[config.mk]
export PLATFORM = sky130hd
export DESIGN_NAME = stack_arbiter
export DESIGN_NICKNAME = d
export VERILOG_FILES = /design/src/rtl/stack_arbiter_pkg.sv /design/src/rtl/stack_arbiter_rr_arb2.sv /design/src/rtl/stack_arbiter.sv
export SDC_FILE = /design/constraint.sdc
export NUM_CORES = 1
export LEC_CHECK = 0
export BUFFER_PORTS_ARGS = -buffer_cell sky130_fd_sc_hd__buf_2
export CORE_UTILIZATION = 40
export CTS_BUF_LIST = sky130_fd_sc_hd__clkbuf_16
export DETAILED_ROUTE_END_ITERATION = 12
export PLACE_DENSITY = 0.85
export SETUP_SLACK_MARGIN = 0.4
export SLEW_MARGIN = 15
export SYNTH_ARGS = -nofsm -noshare
export SYNTH_HDL_FRONTEND = slang
export SYNTH_SLANG_ARGS = --single-unit
[constraint.sdc]
create_clock -name clk -period 2.35 [get_ports clk]
set_input_delay 0.1175 -clock clk [delete_from_list [all_inputs] [get_ports clk]]
set_output_delay 0.1175 -clock clk [all_outputs]
set_load 0.1 [all_outputs]
[src/rtl/stack_arbiter_pkg.sv]
// Shared types and encodings for the two-requester stack arbiter.
package stack_arbiter_pkg;

    typedef enum logic [1:0] {
        IDLE   = 2'd0,
        DONE   = 2'd1,
        POP_RD = 2'd2,
        RESP   = 2'd3
    } state_e;

    localparam logic OP_PUSH = 1'b0;
    localparam logic OP_POP  = 1'b1;

    localparam logic REQ_A = 1'b0;
    localparam logic REQ_B = 1'b1;

endpackage

[src/rtl/stack_arbiter_rr_arb2.sv]
// Two-way round-robin arbiter. On contention the requester that was not
// granted last wins; last_grant only moves when the caller commits a grant.
module rr_arb2
    import stack_arbiter_pkg::*;
(
    input  logic clk,
    input  logic reset,
    input  logic req_a,
    input  logic req_b,
    input  logic advance,
    output logic grant
);

    logic last_q;
    logic last_d;

    // Grant decode and last_grant update
    always_comb begin
        grant = REQ_A;
        if (req_a && req_b) begin
            grant = (last_q == REQ_A) ? REQ_B : REQ_A;
        end else if (req_b) begin
            grant = REQ_B;
        end
        last_d = advance ? grant : last_q;
    end

    // last_grant register; resets to B so A wins the first contention
    always_ff @(posedge clk) begin
        if (reset) begin
            last_q <= REQ_B;
        end else begin
            last_q <= last_d;
        end
    end

endmodule

[src/rtl/stack_arbiter.sv]
// Shares one push/pop stack between requesters A and B. Turns req/ack
// handshakes into single-cycle stack strobes and rejects overflow/underflow
// so the external stack pointer never wraps.
module stack_arbiter
    import stack_arbiter_pkg::*;
#(
    parameter int WIDTH = 16,
    parameter int DEPTH = 8,
    parameter int PTR_W = 3
) (
    input  logic             clk,
    input  logic             reset,
    input  logic             req_a,
    input  logic             op_a,
    input  logic [WIDTH-1:0] data_a,
    output logic             ack_a,
    input  logic             req_b,
    input  logic             op_b,
    input  logic [WIDTH-1:0] data_b,
    output logic             ack_b,
    output logic             err,
    output logic [WIDTH-1:0] rsp_data,
    output logic             stk_push,
    output logic             stk_pop,
    output logic [WIDTH-1:0] stk_value_in,
    input  logic [WIDTH-1:0] stk_value_out,
    output logic [PTR_W:0]   count,
    output logic             full,
    output logic             empty
);

    localparam logic [PTR_W:0] DEPTH_C = (PTR_W + 1)'(DEPTH);
    localparam logic [PTR_W:0] ONE_C   = (PTR_W + 1)'(1);

    state_e           state_q, state_d;
    logic [PTR_W:0]   count_q, count_d;
    logic             err_q, err_d;
    logic [WIDTH-1:0] rsp_q, rsp_d;
    logic             win_q, win_d;

    logic             grant;
    logic             any_req;
    logic             advance;
    logic             win_op;
    logic [WIDTH-1:0] win_data;

    assign any_req  = req_a | req_b;
    assign advance  = (state_q == IDLE) && any_req && !reset;
    assign win_op   = (grant == REQ_B) ? op_b : op_a;
    assign win_data = (grant == REQ_B) ? data_b : data_a;

    rr_arb2 u_arb (
        .clk     (clk),
        .reset   (reset),
        .req_a   (req_a),
        .req_b   (req_b),
        .advance (advance),
        .grant   (grant)
    );

    // Next-state, occupancy tracking and stack strobe decode
    always_comb begin
        state_d      = state_q;
        count_d      = count_q;
        err_d        = err_q;
        rsp_d        = rsp_q;
        win_d        = win_q;
        stk_push     = 1'b0;
        stk_pop      = 1'b0;
        stk_value_in = '0;
        case (state_q)
            IDLE: begin
                if (any_req && !reset) begin
                    win_d = grant;
                    if (win_op == OP_PUSH) begin
                        if (!full) begin
                            stk_push     = 1'b1;
                            stk_value_in = win_data;
                            count_d      = count_q + ONE_C;
                            err_d        = 1'b0;
                        end else begin
                            err_d = 1'b1;
                        end
                        state_d = DONE;
                    end else if (!empty) begin
                        stk_pop = 1'b1;
                        count_d = count_q - ONE_C;
                        err_d   = 1'b0;
                        state_d = POP_RD;
                    end else begin
                        err_d   = 1'b1;
                        state_d = DONE;
                    end
                end
            end
            DONE:    state_d = IDLE;
            // The stack pointer has already stepped down, so its read port
            // now shows the entry that was just popped.
            POP_RD: begin
                rsp_d   = stk_value_out;
                state_d = RESP;
            end
            RESP:    state_d = IDLE;
            default: state_d = IDLE;
        endcase
    end

    // Control and response registers
    always_ff @(posedge clk) begin
        if (reset) begin
            state_q <= IDLE;
            count_q <= '0;
            err_q   <= 1'b0;
            rsp_q   <= '0;
            win_q   <= REQ_A;
        end else begin
            state_q <= state_d;
            count_q <= count_d;
            err_q   <= err_d;
            rsp_q   <= rsp_d;
            win_q   <= win_d;
        end
    end

    assign ack_a    = ((state_q == DONE) || (state_q == RESP)) && (win_q == REQ_A);
    assign ack_b    = ((state_q == DONE) || (state_q == RESP)) && (win_q == REQ_B);
    assign err      = (state_q == DONE) && err_q;
    assign rsp_data = rsp_q;
    assign count    = count_q;
    assign full     = (count_q == DEPTH_C);
    assign empty    = (count_q == '0);

endmodule

==> results_dict.tcl <==
set metrics [dict create \
    mostFrequentLayoutCells "buf_2, nand2_1, dfxtp_1" \
    fmax_mhz 444 \
    cp.arrival_ns 2.13 \
    ys_top_cells_by_area "dfxtp_1, nand2_1, a21oi_1, a21oi_2, nor2_1" \
    grt.overflow.total 0 \
    die_h_microns 60.1 \
    drt_wl_total_microns 4460 \
    area_growth_pct 88.3 \
    dp_hpwl_microns 3030 \
    drt_iter0_markers 68 \
    total_power_mw 3.28 \
    hp-start "stk_value_out[15]" \
    yosysWarnings 0 \
    antenna_found_initial 0 \
    synthDistinctLibCells 29 \
    core_region_area_sq_um 3130 \
    clockBufferDepth 2 \
    hold_end "rsp_data[15]" \
    grt_pass1_wl_microns 6550 \
    setup_ws_ns 0.100 \
    postLayoutCellArea_sq_um 2540 \
    clk_pin_slew_ns 0.06 \
    period_needed_ns 2.25 \
    p_leak_nw 1.11 \
    die_width_microns 60.1 \
    first_pass_iters 4 \
    cts_made_buffers 3 \
    yosysTopAreaCell "dfxtp_1" \
    root_buffer "clkbuf_16" \
    vdd_drop_max_v 0.000955 \
    io_pins 97 \
    final-setup-viol-count 0 \
    synth-seq-cells 25 \
    viasPerCell 4.98 \
    grt_max_degree 30 \
    rows 20 \
    power_density_nw_per_um2 1290 \
    synth_top_area_share_pct 37.0 \
    rsz0062_at_grt "true" \
    port_buffers 96 \
    n_antenna_cell 0 \
    gp_congestion 0.830 \
    pre_cts_slack_ns 0.192 \
    num-nets-final 348 \
    synth_area_sq_um 1350 \
    dpl_cell_area_sq_um 2300 \
    fin_skew_ns 0.00239 \
    required_ns 2.23 \
    synthCells 191 \
    crit_path_max_fanout 7 \
    ff2ff_setup_slack_ns 0.19 \
    whs_path_depth 3 \
    grt_util_all_layers_pct 23.8 \
    seq_area_frac_synth_pct 37.0 \
    fillers 211 \
    r2r-end "count[3]" \
    drv_cap 0 \
    initial_core_util_pct 43.2 \
    cts_tree "yes" \
    whs_ns 0.0958 \
    clkSinkCount 25 \
    slew_headroom_pct 57.8 \
    drtAntennaViolNets 0 \
    end_kind "output pin" \
    final_common_cell "buf_2" \
    hold_path_class "input port to register" \
    syn_area_per_cell_sq_um 7.07 \
    drv_slew 0 \
    status "complete, no violations" \
    crit_type "register to output pin" \
    min_period_over_period_pct 95.7 \
    h-tree-depth 1 \
    hold_viol 0 \
    synth_fp_nets 247 \
    clk-insertion-delay-late_ns 0.25 \
    vias 1669 \
    reg2regPathDepth 9 \
    wire_per_inst_microns 13.3 \
    design.die.area_sq_um 3610 \
    grt_pass1_vias 1540 \
    drive_gt1_share_pct 51.5 \
    r2r-start "u_arb.last_q" \
    fin_util_pct 81.4 \
    startpoint_type "register" \
    drc 0 \
    worst_slew_pin_slew_ns 0.632 \
]
[cell families after synthesis]
| group | count (synthesis) | synth area share [%] |
|---|---|---|
| simple gates | 97 | 29.9 |
| compound gates | 49 | 22.9 |
| flops | 25 | 37.0 |
| buf+inv | 14 | 5.09 |
| xor+xnor | 2 | 1.30 |
| mux | 2 | 1.94 |
| fa+ha+maj | 2 | 1.85 |
[synth_stat cells]
library cell / count
nand2_1: 70
a21oi_1: 28
dfxtp_1: 25
nor2_1: 11
clkbuf_1: 10
a21oi_2: 9
nor3_1: 4
o21a_1: 3
o21ai_0: 3
or3_1: 3
and2_1: 2
buf_6: 2
ha_1: 2
nand2b_1: 2
nor2b_1: 2
xor2_1: 2
a211o_1: 1
a21boi_2: 1
a2bb2oi_1: 1
a31oi_1: 1
buf_2: 1
inv_1: 1
mux2_2: 1
mux2_4: 1
nand3_1: 1
nand3b_1: 1
o2bb2ai_1: 1
o41ai_1: 1
or4_4: 1
[repair_timing]
action | in CTS | in global routing
buffers inserted | 5 | 4
cloned | 1 | 0
pin swaps | 1 | 5
setup endpoints to repair | 18 | 20
resized for setup | 3 | 11
hold buffers | 0 | 0
[state kept, by name, indices dropped and copies added (netlist names)]
register and flops:
rsp_data 16, count 4, state_q 2, err_q 1
u_arb.last_q 1, win_q 1
[how the worst max path moves through the flow]
stage                      start                to  slack [ns]  cells past startpoint
detailed placement  u_arb.last_q  stk_value_in[14]        0.19                      5
global placement    u_arb.last_q  stk_value_in[11]        0.24                      5
finish              u_arb.last_q  stk_value_in[13]        0.10                      6
global route        u_arb.last_q  stk_value_in[14]        0.06                      6
floorplan               count[1]  stk_value_in[10]       -0.19                      7
CTS                 u_arb.last_q  stk_value_in[14]        0.08                      6
[critical path, stage by stage (launching register included)]
cell	delay (ns)
dfxtp_2	0.33
a21boi_4	0.15
mux2_4	0.32
or4_4	0.55
buf_12	0.19
a21oi_4	0.15
buf_12	0.19
[where the power goes]
group | leakage, nW | total [mW] | switching [mW] | internal (mW)
Combinational | 0.860 | 2.25 | 1.63 | 0.615
Clock | 0.0414 | 0.376 | 0.145 | 0.231
Sequential | 0.206 | 0.660 | 0.115 | 0.545
Total | 1.11 | 3.28 | 1.89 | 1.39
[stage by stage]
stage,cells,setup TNS [ns]
2_1_floorplan,191,-1.91
3_5_place_dp,321,0
6_report,335,0
5_1_grt,335,0
4_1_cts,331,0
3_3_place_gp,321,0
[metal layers]
layer | global-route usage [%] | vias up | wire (microns)
li1 | - | 836 | -
met1 | 24.1 | 747 | 1640
met2 | 46.8 | 76 | 2360
met3 | 4.76 | 10 | 353
met4 | 8.97 | 0 | 104
met5 | 0 | - | 0
[layout make-up]
class                   instances  area, sq um  area share [%]
multi-input cells             152         1010            39.7
inverters                       1         7.51           0.295
well taps                      44         55.1            2.16
flip-flops and latches         25          514            20.2
repair buffers                109          876            34.4
clock inverters                 1         6.26           0.246
clock buffers                   3         75.1            2.95
(Power assumes the default switching activity.)
